File: config.mk
export PLATFORM = sky130hd
export DESIGN_NAME = axi4_lite_slave_regs
export DESIGN_NICKNAME = d
export VERILOG_FILES = /design/src/rtl/axi4_lite_slave_regs.sv
export SDC_FILE = /design/constraint.sdc
export NUM_CORES = 1
export LEC_CHECK = 0
export ABC_AREA = 1
export ABC_CLOCK_PERIOD_IN_PS = 2970
export BUFFER_PORTS_ARGS = -buffer_cell sky130_fd_sc_hd__buf_2
export CORE_MARGIN = 2
export CORE_UTILIZATION = 58
export CTS_CLUSTER_DIAMETER = 80
export DETAILED_ROUTE_END_ITERATION = 6
export PLACE_DENSITY = 0.86
export SYNTH_ARGS = -nofsm -noshare
export SYNTH_HDL_FRONTEND = slang
export SYNTH_SLANG_ARGS = --single-unit
File: constraint.sdc
create_clock -name ACLK -period 2.97 [get_ports ACLK]
set_input_delay 0.1485 -clock ACLK [delete_from_list [all_inputs] [get_ports ACLK]]
set_output_delay 0.1485 -clock ACLK [all_outputs]
set_load 0.1 [all_outputs]
File: src/rtl/axi4_lite_slave_regs.sv
// AXI4-Lite responder in front of a NUM_REGS-word register file.
// Write (AW/W/B) and read (AR/R) paths are independent two-state machines; contents are exported on reg_out.
module axi4_lite_slave_regs #(
    parameter int ADDRESS_WIDTH = 32,
    parameter int DATA_WIDTH    = 32,
    parameter int NUM_REGS      = 8
) (
    input  logic                           ACLK,
    input  logic                           ARESETN,
    input  logic [ADDRESS_WIDTH-1:0]       S_AXI_AWADDR,
    input  logic                           S_AXI_AWVALID,
    output logic                           S_AXI_AWREADY,
    input  logic [DATA_WIDTH-1:0]          S_AXI_WDATA,
    input  logic [DATA_WIDTH/8-1:0]        S_AXI_WSTRB,
    input  logic                           S_AXI_WVALID,
    output logic                           S_AXI_WREADY,
    output logic [1:0]                     S_AXI_BRESP,
    output logic                           S_AXI_BVALID,
    input  logic                           S_AXI_BREADY,
    input  logic [ADDRESS_WIDTH-1:0]       S_AXI_ARADDR,
    input  logic                           S_AXI_ARVALID,
    output logic                           S_AXI_ARREADY,
    output logic [DATA_WIDTH-1:0]          S_AXI_RDATA,
    output logic [1:0]                     S_AXI_RRESP,
    output logic                           S_AXI_RVALID,
    input  logic                           S_AXI_RREADY,
    output logic [NUM_REGS*DATA_WIDTH-1:0] reg_out
);

    localparam int STRB_WIDTH = DATA_WIDTH / 8;
    localparam int ADDR_LSB   = $clog2(STRB_WIDTH);
    localparam int IDX_WIDTH  = $clog2(NUM_REGS);

    localparam logic [1:0] RESP_OKAY   = 2'b00;
    localparam logic [1:0] RESP_SLVERR = 2'b10;

    typedef enum logic { W_IDLE, W_RESP } w_state_t;
    typedef enum logic { R_IDLE, R_DATA } r_state_t;

    // Anything at or above NUM_REGS words has a nonzero bit above the index field.
    function automatic logic addr_in_range(input logic [ADDRESS_WIDTH-1:0] addr);
        return (addr >> (ADDR_LSB + IDX_WIDTH)) == '0;
    endfunction

    logic [DATA_WIDTH-1:0] regs [NUM_REGS];

    // ---------------- write path ----------------
    w_state_t              w_state;
    logic                  aw_captured;
    logic                  w_captured;
    logic [IDX_WIDTH-1:0]  aw_idx_q;
    logic                  aw_ok_q;
    logic [DATA_WIDTH-1:0] w_data_q;
    logic [STRB_WIDTH-1:0] w_strb_q;
    logic                  bvalid_q;
    logic [1:0]            bresp_q;

    logic                  aw_hs;
    logic                  w_hs;
    logic                  wr_commit;
    logic [IDX_WIDTH-1:0]  wr_idx;
    logic                  wr_ok;
    logic [DATA_WIDTH-1:0] wr_data;
    logic [STRB_WIDTH-1:0] wr_strb;

    // Ready depends only on state, never on the VALID inputs.
    assign S_AXI_AWREADY = ARESETN && (w_state == W_IDLE) && !aw_captured;
    assign S_AXI_WREADY  = ARESETN && (w_state == W_IDLE) && !w_captured;

    assign aw_hs = S_AXI_AWVALID && S_AXI_AWREADY;
    assign w_hs  = S_AXI_WVALID  && S_AXI_WREADY;

    // Use the held copy if already captured, otherwise the beat arriving this edge.
    assign wr_idx  = aw_captured ? aw_idx_q : S_AXI_AWADDR[ADDR_LSB +: IDX_WIDTH];
    assign wr_ok   = aw_captured ? aw_ok_q  : addr_in_range(S_AXI_AWADDR);
    assign wr_data = w_captured  ? w_data_q : S_AXI_WDATA;
    assign wr_strb = w_captured  ? w_strb_q : S_AXI_WSTRB;

    assign wr_commit = (w_state == W_IDLE) && (aw_captured || aw_hs) && (w_captured || w_hs);

    // NOTE: sequential state uses non-blocking assignments so every flop samples pre-edge values.
    always_ff @(posedge ACLK or negedge ARESETN) begin
        if (!ARESETN) begin
            w_state     <= W_IDLE;
            aw_captured <= 1'b0;
            w_captured  <= 1'b0;
            aw_idx_q    <= '0;
            aw_ok_q     <= 1'b0;
            w_data_q    <= '0;
            w_strb_q    <= '0;
            bvalid_q    <= 1'b0;
            bresp_q     <= RESP_OKAY;
        end else begin
            case (w_state)
                W_IDLE: begin
                    if (aw_hs) begin
                        aw_captured <= 1'b1;
                        aw_idx_q    <= S_AXI_AWADDR[ADDR_LSB +: IDX_WIDTH];
                        aw_ok_q     <= addr_in_range(S_AXI_AWADDR);
                    end
                    if (w_hs) begin
                        w_captured <= 1'b1;
                        w_data_q   <= S_AXI_WDATA;
                        w_strb_q   <= S_AXI_WSTRB;
                    end
                    if (wr_commit) begin
                        bvalid_q <= 1'b1;
                        bresp_q  <= wr_ok ? RESP_OKAY : RESP_SLVERR;
                        w_state  <= W_RESP;
                    end
                end
                W_RESP: begin
                    if (S_AXI_BREADY) begin
                        bvalid_q    <= 1'b0;
                        aw_captured <= 1'b0;
                        w_captured  <= 1'b0;
                        w_state     <= W_IDLE;
                    end
                end
                default: w_state <= W_IDLE;
            endcase
        end
    end

    assign S_AXI_BVALID = bvalid_q;
    assign S_AXI_BRESP  = bresp_q;

    // NOTE: the register file is reset because its contents are visible on reg_out straight out of reset.
    always_ff @(posedge ACLK or negedge ARESETN) begin
        if (!ARESETN) begin
            for (int i = 0; i < NUM_REGS; i++) begin
                regs[i] <= '0;
            end
        end else if (wr_commit && wr_ok) begin
            for (int b = 0; b < STRB_WIDTH; b++) begin
                if (wr_strb[b]) begin
                    regs[wr_idx][b*8 +: 8] <= wr_data[b*8 +: 8];
                end
            end
        end
    end

    // ---------------- read path ----------------
    r_state_t              r_state;
    logic                  rvalid_q;
    logic [1:0]            rresp_q;
    logic [DATA_WIDTH-1:0] rdata_q;
    logic                  ar_hs;

    assign S_AXI_ARREADY = ARESETN && (r_state == R_IDLE);
    assign ar_hs         = S_AXI_ARVALID && S_AXI_ARREADY;

    // Reading regs here sees the pre-edge value, so a same-edge write returns the old data.
    always_ff @(posedge ACLK or negedge ARESETN) begin
        if (!ARESETN) begin
            r_state  <= R_IDLE;
            rvalid_q <= 1'b0;
            rresp_q  <= RESP_OKAY;
            rdata_q  <= '0;
        end else begin
            case (r_state)
                R_IDLE: begin
                    if (ar_hs) begin
                        if (addr_in_range(S_AXI_ARADDR)) begin
                            rdata_q <= regs[S_AXI_ARADDR[ADDR_LSB +: IDX_WIDTH]];
                            rresp_q <= RESP_OKAY;
                        end else begin
                            rdata_q <= '0;
                            rresp_q <= RESP_SLVERR;
                        end
                        rvalid_q <= 1'b1;
                        r_state  <= R_DATA;
                    end
                end
                R_DATA: begin
                    if (S_AXI_RREADY) begin
                        rvalid_q <= 1'b0;
                        r_state  <= R_IDLE;
                    end
                end
                default: r_state <= R_IDLE;
            endcase
        end
    end

    assign S_AXI_RVALID = rvalid_q;
    assign S_AXI_RRESP  = rresp_q;
    assign S_AXI_RDATA  = rdata_q;

    for (genvar i = 0; i < NUM_REGS; i++) begin : g_reg_out
        assign reg_out[i*DATA_WIDTH +: DATA_WIDTH] = regs[i];
    end

endmodule

==> results.json, run 1 <==
{
  "fin_crit_ns": 2.709,
  "relSlewSlack_pct": 33.52,
  "portBuffers": 397,
  "fin_crit_sh_pct": 91.23,
  "violations": "DRC",
  "layout-drive-gt1-share_pct": 21.96,
  "worst-r2r-cell-count": 9,
  "finalHoldViolCount": 0,
  "ys_ff_latch": 336,
  "cp_cell_sequence": "inv_2 -> nand4_2 -> nand2_1 -> nand3_1 -> nor2_2 -> buf_4 -> nand4_1 -> nand2_1 -> nand2_1",
  "p_sw_share_pct": 58.30,
  "pwr-share-comb_pct": 54.7,
  "die_area_sq_um": 30310,
  "status": "finished, violations left",
  "drc": 2,
  "htree_levels": 2,
  "startpoint": "aw_captured",
  "p_per_area_nw_per_um2": 1221,
  "yosys_warnings": 0,
  "synth_cell_type_count": 32,
  "grt_pass1_wl_mm": 91.56,
  "synthCells": 2152,
  "holdCritStartpoint": "S_AXI_AWADDR[2]",
  "crit_type": "flip-flop to flip-flop",
  "crit_path_max_incr_delay_ns": 0.50,
  "grt_max_degree": 156,
  "reg2reg_to": "reg_out[226]",
  "cts_tree": "yes",
  "dp_slack_ns": 0.3741,
  "nets": 2639,
  "rrSetupSlack_ns": 0.26,
  "clockBufferDepth": 3,
  "power.switching_mw": 14.77,
  "critPathTopFamily": "simple AND/OR/NAND/NOR gates",
  "path_clk_slew_ns": 0.06,
  "place_congestion": 0.9246,
  "synth_area_sq_um": 16780,
  "total_power_mw": 25.33,
  "die_h_microns": 174.1,
  "drv_cap": 0,
  "area_growth_pct": 23.65,
  "fmax_ghz": 0.3691,
  "seq_power_share_pct": 27.5,
  "firstDrtPassIters": 7,
  "finalSetupViolCount": 0,
  "grt_setup_unrepaired": "no",
  "fin_skew_ns": 0.01202,
  "irDropWorstVdd_uv": 1049,
  "crit_path_end_kind": "flip-flop",
  "grt_pass1_vias": 16243,
  "row_count": 62,
  "crit_path_end": "reg_out[226]",
  "crit_arrival_ns": 3.10,
  "cts-root-buf": "clkbuf_16",
  "start_kind": "flip-flop",
  "fp.coreArea_sq_um": 28630,
  "cp_common_cell": "nand2_1",
  "final_cell_mix": "nand2_1 (835), buf_2 (395), dfrtp_1 (335), nand4_1 (200), o21ai_0 (157)",
  "fin_tns_setup_ns": 0,
  "insertedDiodeCount": 0,
  "via_count": 18114,
  "clk_latency_ns": 0.52,
  "cts.sink_count": 336,
  "final_common_cell": "nand2_1",
  "drv_slew": 0,
  "initial_core_util_pct": 58.62,
  "ios": 404,
  "reg2reg_from": "aw_captured",
  "required_ns": 3.36,
  "clockPowerShare_pct": 17.8,
  "wirelength_mm": 59.95,
  "ant_nets": 0,
  "p_leak_nw": 11.64,
  "antenna_found_initial": 0,
  "wl_per_cell_microns": 20.40,
  "worst_pin_slew_ns": 0.9906,
  "worst-path-buf-inv": 2,
  "drtIter0Drc": 2434,
  "internal-power_mw": 10.56,
  "numCtsBuffers": 37,
  "crit_fanout": 24,
  "via_per_inst": 6.163,
  "path_depth": 9,
  "critPathSlowestCell": "dfrtp_1",
  "synth-seq-area-share_pct": 50.11,
  "setup_ws_ns": 0.2606,
  "grt_use_total_pct": 38.36,
  "hold_path.class": "input pin to flip-flop",
  "die_x_microns": 174.1,
  "avgSynthCellArea_sq_um": 7.797,
  "overflow": 0,
  "dp_hpwl_mm": 41.40
}
## flip-flops by register name (all words and copies together) (netlist names)
name and flops:
reg_out 256, S_AXI_RDATA 32, w_data_q 32, w_strb_q 4, aw_idx_q 3, S_AXI_BRESP 1
S_AXI_BVALID 1, S_AXI_RRESP 1, S_AXI_RVALID 1, aw_captured 1, aw_ok_q 1, r_state 1
w_captured 1, w_state 1
## power by group through the flow
stage	sequential, mW	combinational [mW]	clock (mW)
floorplan	13.4	3.82	0
CTS	6.89	13.6	4.53
global route	7.06	14.3	4.74
finish	6.97	13.8	4.52
global placement	6.90	13.3	0
detailed placement	6.94	13.5	0
## worst reg2reg max path, cell delays in order (launching register included)
cell	delay, ns
dfrtp_1	0.50
inv_2	0.17
nand4_2	0.24
nand2_1	0.17
nand3_1	0.17
nor2_2	0.13
buf_4	0.40
nand4_1	0.51
nand2_1	0.21
nand2_1	0.08
## Yosys cell counts (all sizes together)
| library cell | number | share of area, % |
|---|---|---|
| a32o | 19 | 1.1 |
| inv | 69 | 1.6 |
| and2 | 1 | 0.037 |
| a21boi | 1 | 0.045 |
| nor3 | 44 | 1.4 |
| o21ai | 189 | 5.8 |
| a21oi | 21 | 0.63 |
| buf | 54 | 1.7 |
| dfrtp | 336 | 50 |
| nand3 | 67 | 2.0 |
| nor2 | 146 | 3.8 |
| conb | 1 | 0.022 |
| nand2 | 838 | 19 |
| clkbuf | 94 | 2.1 |
| nand3b | 1 | 0.045 |
| nand4 | 221 | 9.0 |
| o22ai | 45 | 1.7 |
| nor4 | 5 | 0.19 |
## through the flow
stage | cell area, sq um | instances | util [%] | hold WS, ns
final | 20750 | 2939 | 72.48 | 0.007825
after global placement | 19160 | 2836 | 66.93 | 0.06393
after global routing | 20750 | 2939 | 72.48 | 0.05159
after CTS | 20750 | 2939 | 72.48 | 0.01465
after floorplan | 16780 | 2153 | - | -0.1471
after detailed placement | 19160 | 2836 | 66.93 | 0.06853
## layer usage
layer  GRT usage (%)  vias up  part of all wire, %  routed length (microns)
li1                -     8007                    -                        -
met1           54.96     8454                   39                    23150
met2           56.01     1451                   43                    25590
met3           8.880      202                   13                     7936
met4           17.05        0                  5.5                     3268
met5               0        -                    0                        0
## cell families (layout without fill, tap and decap cells)
logic type | Yosys count | in the layout | synth area share, %
other | 1 | 2 | 0.02235
DFF | 336 | 336 | 50.11
AOI/OAI and AO/OA | 275 | 275 | 9.277
and+or+nand+nor | 1323 | 1323 | 35.26
buffers and inverters | 217 | 619 | 5.324
## worst min-delay path by stage
| stage | end | slack [ns] | cells after the start |
|---|---|---|---|
| 2_1_floorplan | S_AXI_BRESP[1] | -0.15 | 0 |
| 3_3_place_gp | aw_captured | 0.06 | 1 |
| 4_1_cts | aw_idx_q[0] | 0.01 | 3 |
| 3_5_place_dp | aw_ok_q | 0.07 | 1 |
| 6_report | aw_idx_q[0] | 0.008 | 3 |
| 5_1_grt | aw_idx_q[0] | 0.05 | 3 |
## final cells by class
type	instances	area [sq um]
clock inverters	6	80.08
repair buffers	488	2885
well taps	384	480.5
flip-flops and latches	336	8409
fillers	2223	7879
multi-input cells	1600	7530
inverters	69	264.0
clock buffers	56	1097
## what timing repair did
| item | in CTS | in global routing |
|---|---|---|
| hold buffers | 41 | 0 |
| gates resized for setup | 0 | 0 |
| buffers inserted | 0 | 0 |
| endpoints found under the hold margin | 82 | 0 |
Power figures use the tool's default switching activity.
==> inputs of run 2 (changes only) <==
--- a/config.mk
+++ b/config.mk
@@ -5,11 +5,10 @@
 export SDC_FILE = /design/constraint.sdc
 export NUM_CORES = 1
 export LEC_CHECK = 0
-export ABC_AREA = 1
 export ABC_CLOCK_PERIOD_IN_PS = 2970
 export BUFFER_PORTS_ARGS = -buffer_cell sky130_fd_sc_hd__buf_2
 export CORE_MARGIN = 2
-export CORE_UTILIZATION = 58
+export CORE_UTILIZATION = 57
 export CTS_CLUSTER_DIAMETER = 80
 export DETAILED_ROUTE_END_ITERATION = 6
 export PLACE_DENSITY = 0.86
==> run 2 against run 1 <==
  * The flow now finishes without violations
  * Cell area decreased by 7.2%
  * Register-to-register slack better by 0.07 ns
  * Total power decreased by 50%
  * Core utilization rose by 1.6 points
  * Critical path type unchanged
==> results.json, run 2 <==
{
  "reg2reg_from": "aw_captured",
  "synth_area_sq_um": 15070,
  "required_ns": 3.41,
  "synth_top_area_cell": "dfrtp_1",
  "avgSynthCellArea_sq_um": 14.31,
  "final_cell_mix": "buf_2 (395), dfrtp_1 (335), o22a_1 (257), nand2_1 (75)",
  "crit_path_end_kind": "flip-flop",
  "fp.coreArea_sq_um": 25980,
  "ys_top_cells_by_area": "dfrtp_1 (56%), o22a_1 (15%), mux4_2 (9.6%), mux2i_1 (4.3%), mux2_2 (3.4%)",
  "die_x_microns": 166.6,
  "row_count": 59,
  "ys_top_cells_by_count": "dfrtp_1 (336), o22a_1 (257), nand2_1 (75)",
  "synth_most_common_cell": "dfrtp_1",
  "fin_tns_setup_ns": 0,
  "grt_setup_unrepaired": "no",
  "overflow": 0,
  "worst_pin_slew_ns": 1.012,
  "via_count": 12341,
  "drc": 0,
  "largest_register_ffs": 256,
  "cts-root-buf": "clkbuf_16",
  "ios": 404,
  "async_reset_ff_share_pct": 100.0,
  "path_clk_slew_ns": 0.06,
  "ant_nets": 0,
  "yosys_warnings": 0,
  "htree_levels": 2,
  "fin_skew_ns": 0.01564,
  "synth_cell_type_count": 44,
  "cts.sink_count": 336,
  "dp_hpwl_mm": 32.89,
  "p_per_area_nw_per_um2": 662.3,
  "fin_crit_ns": 2.643,
  "post_cts_buffers": 0,
  "drt-met1-wl_mm": 18.45,
  "nets": 1605,
  "irDropWorstVdd_uv": 853.7,
  "grt_max_degree": 128,
  "numCtsBuffers": 36,
  "rrSetupSlack_ns": 0.33,
  "area_growth_pct": 27.77,
  "crit_fanout": 29,
  "drtIter0Drc": 1136,
  "grt_pass1_vias": 12594,
  "initial_core_util_pct": 57.98,
  "synth_edf_count": 0,
  "fmax_ghz": 0.3784,
  "relSlewSlack_pct": 32.54,
  "finalHoldViolCount": 0,
  "place_congestion": 0.8954,
  "layout-drive-gt1-share_pct": 42.98,
  "worst-r2r-cell-count": 5,
  "firstDrtPassIters": 5,
  "cts_resized": 0,
  "wirelength_mm": 49.68,
  "wl_met3_mm": 4.014,
  "drv_slew": 0,
  "fin_crit_sh_pct": 88.98,
  "routed-wl-met2_mm": 24.05,
  "via_per_inst": 6.631,
  "final_common_cell": "buf_2",
  "cts_tree": "yes",
  "grt_use_total_pct": 35.66,
  "portBuffers": 397,
  "drv_cap": 0,
  "antenna_found_initial": 2,
  "synth-seq-area-share_pct": 55.80,
  "die_area_sq_um": 27750,
  "p_leak_nw": 9.683,
  "synth_top_area_share_pct": 55.80,
  "finalSetupViolCount": 0,
  "routed.top_layer": "met4",
  "start_kind": "flip-flop",
  "fill_cells": 1671,
  "crit_arrival_ns": 3.08,
  "clockBufferDepth": 3,
  "grt_pass1_wl_mm": 76.37,
  "hold_path.class": "input pin to asynchronous set/reset pin",
  "wl_per_cell_microns": 26.70,
  "status": "finished clean",
  "reg2reg_to": "reg_out[178]",
  "synthCells": 1053,
  "ys_ff_latch": 336,
  "ys.flop_type": "dfrtp_1",
  "crit_type": "flip-flop to flip-flop",
  "die_h_microns": 166.6,
  "final_util_pct": 74.09,
  "clk_latency_ns": 0.51
}
[run 2: changes by cell type in the layout (fill, tap and decap cells not counted), moves of 39 or more]
cell,change
mux2_2,+46
o21ai_0,-153
inv_1,-55
nor2_1,-126
mux2i_1,+64
nand2_1,-760
nor3_1,-39
o22ai_1,-44
mux4_2,+64
nand3_1,-60
nand4_1,-198
o22a_1,+257
[run 2: critical path, stage by stage, from the launching register on]
cell,delay (ns)
dfrtp_1,0.52
nor4_1,0.34
nand3_1,0.15
o21a_4,0.47
nor4_4,0.80
o22a_1,0.26
[run 2: cell families (layout without fill, tap and decap cells)]
logic type / count (synthesis) / after routing / synth area share (%)
muxes: 178 / 178 / 17.62
AOI/OAI and AO/OA: 305 / 305 / 16.72
other: 1 / 4 / 0.02489
and+or+nand+nor: 157 / 157 / 7.416
buffers and inverters: 76 / 546 / 2.416
DFF: 336 / 336 / 55.80
[run 2: worst max-delay path by stage]
| stage | cells past startpoint | start | slack [ns] | to |
|---|---|---|---|---|
| 2_1_floorplan | 2 | w_state | 0.04 | S_AXI_AWREADY |
| 4_1_cts | 5 | aw_captured | 0.37 | reg_out[178] |
| 6_report | 5 | aw_captured | 0.33 | reg_out[178] |
| 3_3_place_gp | 6 | aw_captured | 0.42 | reg_out[19] |
| 5_1_grt | 5 | aw_captured | 0.24 | reg_out[183] |
| 3_5_place_dp | 6 | aw_captured | 0.36 | reg_out[23] |
[run 2: per-stage QoR]
stage | setup WS [ns] | hold slack, ns | power, mW | instances | cell area (sq um)
floorplan | 0.03847 | -0.1471 | 7.145 | 1054 | 15080
global placement | 0.4157 | 0.004129 | 7.869 | 1752 | 17550
detailed placement | 0.3640 | 0.003635 | 7.967 | 1752 | 17550
CTS | 0.3711 | 0.05903 | 12.76 | 1859 | 19250
global route | 0.2376 | 0.07466 | 13.21 | 1861 | 19250
finish | 0.3273 | 0.07055 | 12.75 | 1861 | 19250
[run 2: layout make-up]
class / count / area (sq um) / share of cell area, %
repair buffers: 478 / 2790 / 14.49
clock buffers: 49 / 1021 / 5.304
well taps: 335 / 419.2 / 2.177
clock inverters: 15 / 241.5 / 1.254
inverters: 4 / 15.01 / 0.07799
diodes: 2 / 5.005 / 0.02600
multi-input cells: 642 / 6350 / 32.98
flip-flops and latches: 336 / 8409 / 43.68
[run 2: layer usage]
| metal | track usage [%] | vias up |
|---|---|---|
| li1 | - | 5040 |
| met1 | 45.93 | 6287 |
| met2 | 58.28 | 805 |
| met3 | 6.678 | 209 |
| met4 | 18.63 | 0 |
| met5 | 0 | - |
[run 2: timing repair]
item | in CTS | in global routing
setup endpoints to repair | 0 | 0
hold buffers | 43 | 0
hold endpoints to repair | 230 | 0
[run 2: power by group]
group	internal, mW	switching [mW]
registers	4.91	0.244
clock network	2.94	1.84
logic	0.884	1.93
total	8.73	4.02
==> inputs of run 3 (changes only) <==
--- a/config.mk
+++ b/config.mk
@@ -12,6 +12,7 @@
 export CTS_CLUSTER_DIAMETER = 80
 export DETAILED_ROUTE_END_ITERATION = 6
 export PLACE_DENSITY = 0.86
+export REMOVE_ABC_BUFFERS = 1
 export SYNTH_ARGS = -nofsm -noshare
 export SYNTH_HDL_FRONTEND = slang
 export SYNTH_SLANG_ARGS = --single-unit
==> run 3 against run 2 <==
  * Cell area increased by 0.53%
  * Highest routed layer unchanged
  * Cell count increased by 0.64%
  * Non-clock buffer count increased by 12
  * Clock power decreased by 1%
  * First-iteration DRC count increased by 2.8%
  * Hold slack got worse by 0.021 ns
  * Global-route usage increased by 1.4 points
  * Fmax increased by 3.1%
  * Largest power group unchanged
  * Register-to-register slack improved by 0.08 ns
==> results.json, run 3 (synthesis results as in run 2) <==
{
  "status": "finished clean",
  "finalHoldViolCount": 0,
  "irDropWorstVdd_uv": 541.6,
  "cts_resized": 0,
  "fin_tns_setup_ns": 0,
  "initial_core_util_pct": 57.98,
  "start_kind": "flip-flop",
  "p_per_area_nw_per_um2": 655.3,
  "wl_met3_mm": 4.894,
  "grt_max_degree": 165,
  "routed.top_layer": "met4",
  "via_per_inst": 6.683,
  "required_ns": 3.41,
  "crit_path_max_incr_delay_ns": 0.58,
  "dp_hpwl_mm": 33.30,
  "worst_pin_slew_ns": 1.072,
  "path_clk_slew_ns": 0.06,
  "wirelength_mm": 51.70,
  "wl_per_cell_microns": 27.60,
  "die_area_sq_um": 27750,
  "drv_cap": 0,
  "via_count": 12517,
  "relSlewSlack_pct": 28.56,
  "cp_cell_sequence": "mux2_2 -> nor4_2 -> buf_4 -> nand2_1 -> nor3_4 -> o22a_1",
  "post-place-cells": 1764,
  "largest_register_ffs": 256,
  "clockBufferDepth": 3,
  "fin_hold_ws_ns": 0.04998,
  "finalSetupViolCount": 0,
  "portBuffers": 397,
  "numCtsBuffers": 35,
  "p_leak_nw": 9.772,
  "firstDrtPassIters": 5,
  "fin_crit_sh_pct": 86.34,
  "htree_levels": 2,
  "grt_pass1_wl_mm": 77.89,
  "drc": 0,
  "layout-drive-gt1-share_pct": 43.52,
  "drv_slew": 0,
  "cts-root-buf": "clkbuf_16",
  "die_h_microns": 166.6,
  "grt_pass1_vias": 12733,
  "critPathSlowestCell": "nor3_4",
  "cts_tree": "yes",
  "final_cell_mix": "buf_2 (395), dfrtp_1 (335), o22a_1 (257), nand2_1 (73)",
  "cts.sink_count": 336,
  "hold_path.class": "input pin to asynchronous set/reset pin",
  "row_count": 59,
  "fin_skew_ns": 0.01547,
  "crit_type": "flip-flop to flip-flop",
  "ant_nets": 0,
  "crit_fanout": 11,
  "seq_area_sq_um": 8412,
  "crit_path_end_kind": "flip-flop",
  "routed-wl-met2_mm": 25.46,
  "total_power_mw": 12.68,
  "place_congestion": 0.8534,
  "antenna_found_initial": 4,
  "multiInputGateArea_sq_um": 6341,
  "clk_latency_ns": 0.51,
  "overflow": 0,
  "stdcell_count": 1873,
  "grt_setup_unrepaired": "no",
  "area_growth_pct": 28.45,
  "fill_cells": 1639,
  "die_x_microns": 166.6,
  "nets": 1616,
  "drt-met1-wl_mm": 18.68,
  "fp.coreArea_sq_um": 25980,
  "fmax_ghz": 0.3900,
  "grt_use_total_pct": 37.04,
  "final_common_cell": "buf_2",
  "ios": 404,
  "crit_arrival_ns": 3.00,
  "drtIter0Drc": 1168,
  "fin_crit_ns": 2.564
}
## run 3: cell count changes in the layout (fill, tap and decap cells not counted), sizes merged
cell	before	now
buf	435	447
clkinv	5	9
clkbuf	49	46
clkinvlp	2	1
diode	2	3
inv	6	5
## run 3: path summary, 6_finish.rpt
check                                  from  slack (ns)               to  cells after the start
hold reg to reg             S_AXI_RDATA[15]        0.48  S_AXI_RDATA[15]                      2
max in group asynchronous           ARESETN        1.43     reg_out[102]                      4
setup reg to reg                aw_captured        0.41      reg_out[19]                      6
setup / recovery                aw_captured        0.41      reg_out[19]                      6
min in group ACLK          S_AXI_AWADDR[23]        0.19          aw_ok_q                      5
hold / removal                      ARESETN        0.05       w_captured                      2
## run 3: routing by layer
layer	GRT usage [%]	up-vias
li1	-	5081
met1	47.20	6403
met2	61.86	838
met3	7.414	195
met4	16.98	0
met5	0	-
## run 3: repair_timing
item / 4_1_cts / 5_1_grt
hold buffers: 43 / 0
endpoints found under the setup margin: 0 / 0
buffers inserted: 0 / 0
endpoints found under the hold margin: 134 / 0
## run 3: through the flow
step / utilization (%) / instance area, sq um / setup WS (ns)
after global placement: 68.02 / 17670 / 0.5329
final: 74.48 / 19350 / 0.4058
after CTS: 74.45 / 19350 / 0.4267
after global routing: 74.48 / 19350 / 0.3701
after floorplan: - / 14720 / -2.216
after detailed placement: 68.02 / 17670 / 0.4545
## run 3: critical path, delay by kind of cell, from the launching register on
kind            cells  cell delay [ns]
simple gates        3             1.01
buf+inv             1             0.23
compound gates      1             0.24
mux                 1             0.43
flops               1             0.57
## run 3: layout make-up
| class | instances | share of cell area [%] |
|---|---|---|
| sequential | 336 | 43.46 |
| timing repair buffer | 490 | 15.08 |
| clock buffer | 46 | 5.165 |
| tap | 335 | 2.166 |
| inverter | 4 | 0.07758 |
| clock inverter | 17 | 1.248 |
| antenna | 3 | 0.03879 |
| multi-input combinational | 642 | 32.76 |
## run 3: power breakdown
part           internal (mW)  switching, mW  total, mW
Combinational          0.864           1.93       2.79
Sequential              4.91          0.248       5.16
Clock                   2.90           1.83       4.73
